===== src/rtl/video_pkg.sv =====
`default_nettype none
// ============================================================================
//  Module      : video_pkg
//  Description : Shared types and default timing constants for the video
//                timing generator and its pattern sub-block.
//  Revision    : 1.0 - initial release
// ============================================================================
package video_pkg;

    // Horizontal mode defaults (active / total pixels per line)
    localparam int c_H40_ACT = 320;
    localparam int c_H40_TOT = 420;
    localparam int c_H32_ACT = 256;
    localparam int c_H32_TOT = 342;
    localparam int c_H_FP    = 14;
    localparam int c_H_SYNC  = 32;

    // Vertical defaults (lines)
    localparam int c_V_ACT   = 224;
    localparam int c_V_TOT   = 262;
    localparam int c_V_FP    = 3;
    localparam int c_V_SYNC  = 3;

    // Test pattern selector
    typedef enum logic [1:0] {
        PAT_BARS   = 2'd0,
        PAT_STRIPE = 2'd1,
        PAT_GRAD   = 2'd2,
        PAT_GRID   = 2'd3
    } pattern_e;

    // One 24-bit pixel
    typedef struct packed {
        logic [7:0] r;
        logic [7:0] g;
        logic [7:0] b;
    } rgb24_t;

    localparam rgb24_t c_RGB_BLACK = '{r: 8'h00, g: 8'h00, b: 8'h00};
    localparam rgb24_t c_RGB_WHITE = '{r: 8'hFF, g: 8'hFF, b: 8'hFF};
    localparam rgb24_t c_RGB_GREY  = '{r: 8'h20, g: 8'h20, b: 8'h20};

    // Eight equal colour bars span the active width.
    function automatic int bar_width(input int hact);
        return hact / 8;
    endfunction

endpackage
`default_nettype wire


===== src/rtl/video_pattern.sv =====
`default_nettype none
// ============================================================================
//  Module      : video_pattern
//  Description : Combinational test-pattern colour for the pixel addressed by
//                the timing counters. Blanking is applied by the parent.
//  Revision    : 1.0 - initial release
// ============================================================================
module video_pattern
    import video_pkg::*;
(
    input  pattern_e   i_pat,
    input  logic [7:0] i_hlow,     // hcount[7:0]
    input  logic [3:0] i_vlow,     // vcount[3:0]
    input  logic [2:0] i_bar_idx,  // current colour bar, tracked by the parent
    output rgb24_t     o_rgb
);

    // Select the colour for the addressed pixel from the latched pattern.
    always_comb begin
        o_rgb = c_RGB_BLACK;
        case (i_pat)
            PAT_BARS: begin
                // White, yellow, cyan, green, magenta, red, blue, black
                o_rgb.r = i_bar_idx[1] ? 8'h00 : 8'hFF;
                o_rgb.g = i_bar_idx[2] ? 8'h00 : 8'hFF;
                o_rgb.b = i_bar_idx[0] ? 8'h00 : 8'hFF;
            end
            PAT_STRIPE: o_rgb = i_hlow[0] ? c_RGB_BLACK : c_RGB_WHITE;
            PAT_GRAD:   o_rgb.r = i_hlow;
            PAT_GRID:   o_rgb = ((i_hlow[3:0] == 4'd0) || (i_vlow == 4'd0)) ?
                                c_RGB_WHITE : c_RGB_GREY;
            default:    o_rgb = c_RGB_BLACK;
        endcase
    end

endmodule
`default_nettype wire


===== src/rtl/video_timing_gen.sv =====
`default_nettype none
// ============================================================================
//  Module      : video_timing_gen
//  Description : Pixel-stream source: H32/H40 raster timing (hblank, vblank,
//                hs, vs, frame_start) plus registered test-pattern RGB. All
//                state advances only on pix_ce; mode and pattern are latched
//                at the frame wrap.
//  Revision    : 1.0 - initial release
// ============================================================================
module video_timing_gen
    import video_pkg::*;
#(
    parameter int H40_ACT = c_H40_ACT,
    parameter int H40_TOT = c_H40_TOT,
    parameter int H32_ACT = c_H32_ACT,
    parameter int H32_TOT = c_H32_TOT,
    parameter int H_FP    = c_H_FP,
    parameter int H_SYNC  = c_H_SYNC,
    parameter int V_ACT   = c_V_ACT,
    parameter int V_TOT   = c_V_TOT,
    parameter int V_FP    = c_V_FP,
    parameter int V_SYNC  = c_V_SYNC
)(
    input  logic       clk,
    input  logic       reset_n,
    input  logic       pix_ce,
    input  logic       h40,
    input  logic [1:0] pattern,
    output logic       hblank,
    output logic       vblank,
    output logic       hs,
    output logic       vs,
    output logic [7:0] red,
    output logic [7:0] green,
    output logic [7:0] blue,
    output logic       frame_start
);

    // Counter widths; vcount keeps at least 4 bits for the grid pattern.
    localparam int c_HTOT_MAX = (H40_TOT > H32_TOT) ? H40_TOT : H32_TOT;
    localparam int c_HW       = $clog2(c_HTOT_MAX);
    localparam int c_VW_RAW   = $clog2(V_TOT);
    localparam int c_VW       = (c_VW_RAW < 4) ? 4 : c_VW_RAW;

    // Sized decode thresholds for each mode
    localparam logic [c_HW-1:0] c_H40_ACT_W  = c_HW'(H40_ACT);
    localparam logic [c_HW-1:0] c_H40_LAST_W = c_HW'(H40_TOT - 1);
    localparam logic [c_HW-1:0] c_H40_HSB_W  = c_HW'(H40_ACT + H_FP);
    localparam logic [c_HW-1:0] c_H40_HSE_W  = c_HW'(H40_ACT + H_FP + H_SYNC);
    localparam logic [c_HW-1:0] c_H40_BAR_W  = c_HW'(bar_width(H40_ACT) - 1);
    localparam logic [c_HW-1:0] c_H32_ACT_W  = c_HW'(H32_ACT);
    localparam logic [c_HW-1:0] c_H32_LAST_W = c_HW'(H32_TOT - 1);
    localparam logic [c_HW-1:0] c_H32_HSB_W  = c_HW'(H32_ACT + H_FP);
    localparam logic [c_HW-1:0] c_H32_HSE_W  = c_HW'(H32_ACT + H_FP + H_SYNC);
    localparam logic [c_HW-1:0] c_H32_BAR_W  = c_HW'(bar_width(H32_ACT) - 1);

    localparam logic [c_VW-1:0] c_V_ACT_W    = c_VW'(V_ACT);
    localparam logic [c_VW-1:0] c_V_LAST_W   = c_VW'(V_TOT - 1);
    localparam logic [c_VW-1:0] c_VSB_W      = c_VW'(V_ACT + V_FP);
    localparam logic [c_VW-1:0] c_VSE_W      = c_VW'(V_ACT + V_FP + V_SYNC);

    // Raster state
    logic [c_HW-1:0] r_hcount;
    logic [c_VW-1:0] r_vcount;
    logic            r_mode;       // 1 = H40, 0 = H32
    pattern_e        r_pat;
    logic [c_HW-1:0] r_bar_cnt;    // pixel position within the current bar
    logic [2:0]      r_bar_idx;

    // Registered outputs
    logic            r_hblank;
    logic            r_vblank;
    logic            r_hs;
    logic            r_vs;
    logic            r_frame_start;
    rgb24_t          r_rgb;

    // Mode-dependent geometry and decode of the current counters
    logic [c_HW-1:0] w_hact;
    logic [c_HW-1:0] w_hlast;
    logic [c_HW-1:0] w_hs_beg;
    logic [c_HW-1:0] w_hs_end;
    logic [c_HW-1:0] w_bar_last;
    logic            w_h_wrap;
    logic            w_v_wrap;
    logic            w_frame_wrap;
    logic            w_hblank;
    logic            w_vblank;
    logic            w_hs;
    logic            w_vs;
    logic            w_frame_start;
    rgb24_t          w_pat_rgb;

    // Geometry follows the latched mode, never the live h40 input.
    always_comb begin
        w_hact        = r_mode ? c_H40_ACT_W  : c_H32_ACT_W;
        w_hlast       = r_mode ? c_H40_LAST_W : c_H32_LAST_W;
        w_hs_beg      = r_mode ? c_H40_HSB_W  : c_H32_HSB_W;
        w_hs_end      = r_mode ? c_H40_HSE_W  : c_H32_HSE_W;
        w_bar_last    = r_mode ? c_H40_BAR_W  : c_H32_BAR_W;
        w_h_wrap      = (r_hcount == w_hlast);
        w_v_wrap      = (r_vcount == c_V_LAST_W);
        w_frame_wrap  = w_h_wrap && w_v_wrap;
        w_hblank      = (r_hcount >= w_hact);
        w_vblank      = (r_vcount >= c_V_ACT_W);
        w_hs          = (r_hcount >= w_hs_beg) && (r_hcount < w_hs_end);
        w_vs          = (r_vcount >= c_VSB_W) && (r_vcount < c_VSE_W);
        w_frame_start = (r_hcount == '0) && (r_vcount == '0);
    end

    // Raster counters; mode and pattern are only taken on the frame wrap.
    always_ff @(posedge clk) begin
        if (!reset_n) begin
            r_hcount <= '0;
            r_vcount <= '0;
            r_mode   <= 1'b1;
            r_pat    <= PAT_BARS;
        end else if (pix_ce) begin
            if (w_h_wrap) begin
                r_hcount <= '0;
                r_vcount <= w_v_wrap ? '0 : r_vcount + 1'b1;
            end else begin
                r_hcount <= r_hcount + 1'b1;
            end
            if (w_frame_wrap) begin
                r_mode <= h40;
                r_pat  <= pattern_e'(pattern);
            end
        end
    end

    // Bar tracker stays aligned with hcount so the bar index needs no divider.
    always_ff @(posedge clk) begin
        if (!reset_n) begin
            r_bar_cnt <= '0;
            r_bar_idx <= 3'd0;
        end else if (pix_ce) begin
            if (w_h_wrap) begin
                r_bar_cnt <= '0;
                r_bar_idx <= 3'd0;
            end else if (r_bar_cnt == w_bar_last) begin
                r_bar_cnt <= '0;
                r_bar_idx <= r_bar_idx + 3'd1;
            end else begin
                r_bar_cnt <= r_bar_cnt + 1'b1;
            end
        end
    end

    video_pattern u_pattern (
        .i_pat     (r_pat),
        .i_hlow    (r_hcount[7:0]),
        .i_vlow    (r_vcount[3:0]),
        .i_bar_idx (r_bar_idx),
        .o_rgb     (w_pat_rgb)
    );

    // Output stage: one pix_ce behind the counters, colour blanked outside active.
    always_ff @(posedge clk) begin
        if (!reset_n) begin
            r_hblank      <= 1'b1;
            r_vblank      <= 1'b1;
            r_hs          <= 1'b0;
            r_vs          <= 1'b0;
            r_frame_start <= 1'b0;
            r_rgb         <= c_RGB_BLACK;
        end else if (pix_ce) begin
            r_hblank      <= w_hblank;
            r_vblank      <= w_vblank;
            r_hs          <= w_hs;
            r_vs          <= w_vs;
            r_frame_start <= w_frame_start;
            r_rgb         <= (w_hblank || w_vblank) ? c_RGB_BLACK : w_pat_rgb;
        end
    end

    assign hblank      = r_hblank;
    assign vblank      = r_vblank;
    assign hs          = r_hs;
    assign vs          = r_vs;
    assign frame_start = r_frame_start;
    assign red         = r_rgb.r;
    assign green       = r_rgb.g;
    assign blue        = r_rgb.b;

endmodule
`default_nettype wire


===== config.mk =====
export PLATFORM = sky130hd
export DESIGN_NAME = video_timing_gen
export DESIGN_NICKNAME = d
export VERILOG_FILES = /design/src/rtl/video_pkg.sv /design/src/rtl/video_pattern.sv /design/src/rtl/video_timing_gen.sv
export SDC_FILE = /design/constraint.sdc
export NUM_CORES = 1
export LEC_CHECK = 0
export ABC_AREA = 1
export CELL_PAD_IN_SITES_DETAIL_PLACEMENT = 0
export CELL_PAD_IN_SITES_GLOBAL_PLACEMENT = 1
export CORE_ASPECT_RATIO = 0.8
export CORE_UTILIZATION = 45
export CTS_CLUSTER_DIAMETER = 40
export CTS_CLUSTER_SIZE = 28
export DETAILED_ROUTE_END_ITERATION = 8
export PLACE_DENSITY = 0.92
export SYNTH_ARGS = -nofsm -noshare
export SYNTH_HDL_FRONTEND = slang
export SYNTH_HIERARCHICAL = 1
export SYNTH_SLANG_ARGS = --single-unit

===== constraint.sdc =====
create_clock -name clk -period 4.4 [get_ports clk]
set_input_delay 0.88 -clock clk [delete_from_list [all_inputs] [get_ports clk]]
set_output_delay 0.88 -clock clk [all_outputs]
set_load 0.02 [all_outputs]

==> results of run 1 <==
==> power groups by stage <==
stage / combinational (W) / clock (W) / sequential (W)
6_report: 0.000117 / 0.000509 / 0.000597
5_1_grt: 0.000129 / 0.000551 / 0.000600
4_1_cts: 0.000118 / 0.000522 / 0.000598
3_5_place_dp: 0.000117 / 0 / 0.000610
3_3_place_gp: 0.000115 / 0 / 0.000609
2_1_floorplan: 0.0000444 / 0 / 0.000629
==> cell usage after synthesis (3+ instances only) <==
master,count,area [um2]
nand2_1,101,379
nor2_1,63,236
dfxtp_1,62,1240
inv_1,40,150
a21oi_1,39,195
nand4_1,39,244
o21ai_0,35,175
nand3_1,26,130
buf_4,14,105
buf_2,11,55.1
clkbuf_1,10,37.5
ha_1,9,113
xor2_1,9,78.8
nor3_1,8,40.0
nand2_2,4,25.0
buf_6,3,33.8
inv_2,3,11.3
nor2_2,3,18.8
xnor2_1,3,26.3
==> cells in the final DEF, fill, tap and decap left out <==
cell type,n
or2_1,2
ha_1,9
nand3_2,2
inv_1,40
clkdlybuf4s50_1,33
nand3_1,26
nand2_2,4
bufinv_16,1
a21oi_1,39
nor3_2,1
inv_2,3
clkbuf_8,11
clkinv_1,2
clkinv_2,3
nor3b_1,1
o21ai_0,35
buf_4,4
nand4_1,39
xor2_1,9
o21a_1,1
clkbuf_1,1
dfxtp_1,62
o21ai_1,1
nand2_1,101
nor2_2,3
nand3b_1,2
nor3_1,8
nor2_1,63
buf_2,1
xnor2_1,3
nor2_4,2
a21oi_2,1
nor2_8,1
nor4_1,1
nand3_4,1
==> per-layer routing <==
layer  wire (um)  vias to the layer above
li1            -                     1661
met1        4060                     1443
met2        3490                       91
met3         508                        8
met4          51                        0
met5           0                        -
==> area by class of cell <==
type                       instances  area (um2)
sequential                        62        1240
tap                              105         131
fill                             756        3510
timing repair buffer              38         365
inverter                          45         169
clock inverter                     4        45.0
multi-input combinational        355        1810
clock buffer                      12         155
==> kinds of logic after synthesis <==
group                      share of synthesized area
xor gates and xnor gates                      0.0304
AOI/OAI and AO/OA                              0.113
adders and majority gates                     0.0326
buffers and inverters                          0.116
DFF                                            0.359
and+or+nand+nor                                0.349
==> tightest hold or removal path: stages (launching register included) <==
cell	delay [ns]
dfxtp_1	0.31
nand2_1	0.06
a21oi_1	0.05
==> registers in the layout (all words and copies together) (netlist names), 2 cells and up <==
signal     cells
r_hcount       9
green          8
r_vcount       9
blue           8
red            8
r_bar_cnt      9
r_pat          2
r_bar_idx      3
==> stage by stage <==
step,area (um2),utilization,instances,hold WS [ns]
floorplan,3460,-,500,0.462
global placement,3720,0.501,605,0.458
detailed placement,3720,0.501,605,0.458
CTS,3920,0.528,621,0.468
global route,3920,0.528,621,0.499
finish,3920,0.528,621,0.467
==> how the worst max path moves through the flow <==
stage	start	end	slack (ns)	cells after the start
floorplan	pix_ce	r_hcount[7]	2.53	7
global placement	reset_n	vblank	1.86	4
detailed placement	reset_n	vblank	1.81	4
CTS	r_hcount[6]	blue[5]	1.97	7
global route	r_hcount[6]	blue[5]	1.58	7
finish	r_hcount[6]	blue[5]	1.98	7
==> metrics.txt, run 1 <==
Final period util 0.551; FF+latch count, synth 62; TritonCTS Buffers 9; H-tree depth 3; Peak VDD IR 0.236 mV; core area 7430 um2; Hold Vio Cnt, Final 0; DR WL/cell 13.1 um; post-route minimum period 2.42 ns; # IOs 35; min-delay worst type reg2reg; Global Route met2 Usage 0.332; Hold Startpoint frame_start; total power 0.00122 W; TritonCTS clock tree yes; Initial DRT Pass Iterations 9; Syn Area/Cell 6.91 um2; DR vias 3203; Comb power frac 0.096; Setup crit end kind register; post-detail-place hpwl 5570 um; Die Height 80.4 um; first-pass GRT wire length 13500 um; EDFF count, synth 0; met3 Track Usage GR 0.0574; gr usage total 0.216; post-synthesis sequential area ratio 0.359; clock latency on the worst-skew pair 0.35 ns; vias in the first global route 2768; Arrival @ worst endpoint 2.64 ns; initial core utilization 0.465; worst slew pin tran 1.03 ns; status finished, violations left; busiest grt layer met2; CP Max Fanout 25; Die Area 8040 um2; Final ANT Viol Nets 0; GPL Wtd Cong 0.839; violated checks design-rule violations; Final Skew 0.0127 ns; net switching power 0.000301 W; Worst-path clk slew 0.07 ns; gr ovfl total 0; Net Sw Frac 0.246; initial antenna violation count 0; Total Neg Setup Slack 0 ns; leakage power 1.71 nW; Clk pwr share 0.416; critical path type reg2reg; clk sink count 62; Hold Path End frame_start; via-per-instance ratio 5.16; area growth from synthesis to final layout 13.5%; Slowest-stage cell, CP nand4_1; worst path buffer plus inverter count 2; ys flop type dfxtp_1; post-synthesis net count 515; detailed-route DRC error count 1; Worst R2R Setup Slack 1.98 ns; Post-synth ARST share 0; chip width 100 um; Max-slew headroom 0.314; Synth Cell Area 3460 um2; CP required 4.62 ns; row cnt 28; nets@finish 526; layout cell share with drive strength beyond 1 0.0736; met1 Usage GRT 0.298; maximum clock path buffer count 2; largest net degree at the start of global routing 62; Place WS 1.81 ns; # diodes 0; RR Endpoint blue[5]; Post-Syn Instances 500; CP top delay family simple AND/OR/NAND/NOR gates; Worst path max stage delay 0.80 ns; max-slew violation count 0; # resized after CTS 0; Crit Reg-Reg Startpoint r_hcount[6]; crit-path cells inv_1, ha_1, inv_1, nor2_1, nand4_1, nand4_1, a21oi_1; Hold Path Stages 2; share of power burned in registers 0.488; 1st-iter DRT viols 279; crit start category register; MaxCap Viol Count 0; Int Pwr 0.000922 W; worst-case reg-to-reg path depth 7; Setup-failing EPs final 0; PwrDens 312 nW/um2; setup bufs post-CTS 0; Clock Tree Root clkbuf_8; drt total wl 8110 um; unrepaired setup endpoints after global routing no; PortBufs 34; final setup margin 1.98 ns; hold_buf cts 0; Distinct cells, synth 32; Yosys Warn Count 6; fmax 413 MHz
Note: power is estimated with default switching activity, not from simulation.
==> inputs of run 2 (changes only) <==
--- a/config.mk
+++ b/config.mk
@@ -9,11 +9,11 @@
 export CELL_PAD_IN_SITES_DETAIL_PLACEMENT = 0
 export CELL_PAD_IN_SITES_GLOBAL_PLACEMENT = 1
 export CORE_ASPECT_RATIO = 0.8
-export CORE_UTILIZATION = 45
+export CORE_UTILIZATION = 41
 export CTS_CLUSTER_DIAMETER = 40
 export CTS_CLUSTER_SIZE = 28
 export DETAILED_ROUTE_END_ITERATION = 8
-export PLACE_DENSITY = 0.92
+export PLACE_DENSITY = 0.86
 export SYNTH_ARGS = -nofsm -noshare
 export SYNTH_HDL_FRONTEND = slang
 export SYNTH_HIERARCHICAL = 1
==> constraint.sdc (replaced) <==
create_clock -name clk -period 2.3 [get_ports clk]
set_input_delay 0.46 -clock clk [delete_from_list [all_inputs] [get_ports clk]]
set_output_delay 0.46 -clock clk [all_outputs]
set_load 0.02 [all_outputs]
==> metrics.txt, run 2 (synthesis results as in run 1) <==
most common cell after layout, fill and taps aside nand2_1; Arrival @ worst endpoint 2.27 ns (-0.37 ns); initial antenna violation count 0 (unchanged); PortBufs 34 (unchanged); status complete, no violations; MaxCap Viol Count 0 (unchanged); drt total wl 8170 um (+0.73%); worst-case reg-to-reg path depth 11 (+4); via-per-instance ratio 5.04 (-2.2%); CP Max Fanout 18 (-28%); critical path type reg2reg; # IOs 35 (unchanged); clk sink count 62 (unchanged); Final period util 0.863 (+0.312); total power 0.00248 W (+100%); Die Height 84.1 um (+4.6%); GPL Wtd Cong 0.872 (+3.9%); Peak VDD IR 0.373 mV (+58%); Slowest-stage cell, CP dfxtp_1; PwrDens 621 nW/um2 (+99%); Final ANT Viol Nets 0 (unchanged); TritonCTS clock tree yes; area growth from synthesis to final layout 15.5%; setup bufs post-CTS 0 (unchanged); Initial DRT Pass Iterations 5 (-4); clock latency on the worst-skew pair 0.34 ns (about the same); maximum clock path buffer count 2 (unchanged); CP top delay family simple AND/OR/NAND/NOR gates; min-delay worst type reg2reg; Hold Path Stages 2 (unchanged); DR WL/cell 13.0 um (-0.55%); gr ovfl total 0 (unchanged); # diodes 0 (unchanged); Clock Tree Root clkbuf_8; Total Neg Setup Slack 0 ns (unchanged); post-route cell area 3990 um2 (+1.8%); max-slew violation count 0 (unchanged); Final Skew 0.0106 ns (-0.00212 ns); net switching power 0.000621 W (+110%); gr usage total 0.202 (-0.0144); Int Pwr 0.00186 W (+100%); Worst R2R Setup Slack 0.32 ns (-1.66 ns); 1st-iter DRT viols 168 (-40%); Setup crit end kind register; worst path buffer plus inverter count 2 (unchanged); crit start category register; CP required 2.59 ns (-2.03 ns); Setup-failing EPs final 0 (unchanged); Die Area 8800 um2 (+9.5%); most frequent cells in the layout nand2_1 (101), nor2_1 (63), dfxtp_1 (62); initial core utilization 0.429 (-0.0363); chip width 105 um (+4.7%); Net Sw Frac 0.250 (+0.00428); Crit Reg-Reg Startpoint r_hcount[6]; layout cell share with drive strength beyond 1 0.0845 (+0.0108); Max-slew headroom 0.649 (+0.334); post-route minimum period 1.98 ns (-0.439 ns); post-detail-place hpwl 5740 um (+3.0%); # resized after CTS 0 (unchanged); worst slew pin tran 0.527 ns (-0.499 ns); most used cell, CP nor2_1; Clk pwr share 0.448 (+0.032); leakage power 1.73 nW (+1.5%); Comb power frac 0.092 (-0.004); largest net degree at the start of global routing 62 (unchanged); Crit path depth 11 (+4); crit-path cells inv_1, ha_1, nor2_1, nand2_2, nor2_4, nand3_4, nor2_8, nand2_1, clkinv_1, nor2_1, nor2_1; Hold Path End frame_start; vias in the first global route 3024 (+9.2%); nets@finish 531 (+0.95%); share of power burned in registers 0.460 (-0.028); first-pass GRT wire length 14200 um (+5.7%); DR vias 3173 (-0.94%); Worst-path clk slew 0.08 ns (about the same); row cnt 29 (+3.6%); unrepaired setup endpoints after global routing no; detailed-route DRC error count 0 (-1); placed insts 613 (+1.3%); non-filler cells, final 629 (+1.3%); Hold Vio Cnt, Final 0 (unchanged); core area 8060 um2 (+8.5%); biggest regs r_bar_cnt (9), r_hcount (9), r_vcount (9); Area after DPL 3760 um2 (+1.1%); hold_buf cts 0 (unchanged); Hold Startpoint frame_start; RR Endpoint r_pat[0]; Worst path max stage delay 0.42 ns (-0.38 ns); H-tree depth 3 (unchanged); TritonCTS Buffers 9 (unchanged); fmax 504 MHz (+22%)
-- run 2: worst max-delay path by stage --
stage	endpoint	slack (ns)	start
after global placement	r_pat[0]	0.42	r_hcount[6]
final	r_pat[0]	0.32	r_hcount[6]
after floorplan	r_vcount[4]	0.56	r_hcount[6]
after CTS	r_pat[0]	0.32	r_hcount[6]
after detailed placement	r_pat[0]	0.32	r_hcount[6]
after global routing	r_mode	0.12	r_hcount[6]
-- run 2: cell type report --
type,count,area (um2)
tap,108,135
fill,853,4060
sequential,62,1240
clock buffer,10,138
timing repair buffer,43,403
multi-input combinational,355,1810
clock inverter,6,92.6
inverter,45,169
-- run 2: per-layer routing --
metal | track usage | vias to the layer above | part of all wire
li1 | - | 1673 | -
met1 | 0.278 | 1438 | 0.51
met2 | 0.306 | 55 | 0.44
met3 | 0.0546 | 7 | 0.041
met4 | 0.0640 | 0 | 0.0087
met5 | 0 | - | 0
-- run 2: worst reg2reg max path, stage by stage (launching register included) --
cell and delay (ns):
dfxtp_1 0.42, inv_1 0.11, ha_1 0.33, nor2_1 0.14
nand2_2 0.08, nor2_4 0.11, nand3_4 0.14, nor2_8 0.23
nand2_1 0.14, clkinv_1 0.10, nor2_1 0.04, nor2_1 0.10
-- run 2: power groups by stage --
stage,clock [W],sequential (W),combinational [W]
6_report,0.00111,0.00114,0.000228
3_5_place_dp,0,0.00117,0.000229
4_1_cts,0.00114,0.00114,0.000230
5_1_grt,0.00119,0.00115,0.000249
3_3_place_gp,0,0.00116,0.000227
2_1_floorplan,0,0.00120,0.0000850
-- run 2: per-stage QoR --
step	setup WS, ns	utilization	hold WS, ns
2_1_floorplan	0.559	-	0.462
3_3_place_gp	0.423	0.467	0.457
3_5_place_dp	0.319	0.467	0.460
4_1_cts	0.323	0.496	0.471
5_1_grt	0.117	0.496	0.492
6_report	0.316	0.496	0.466
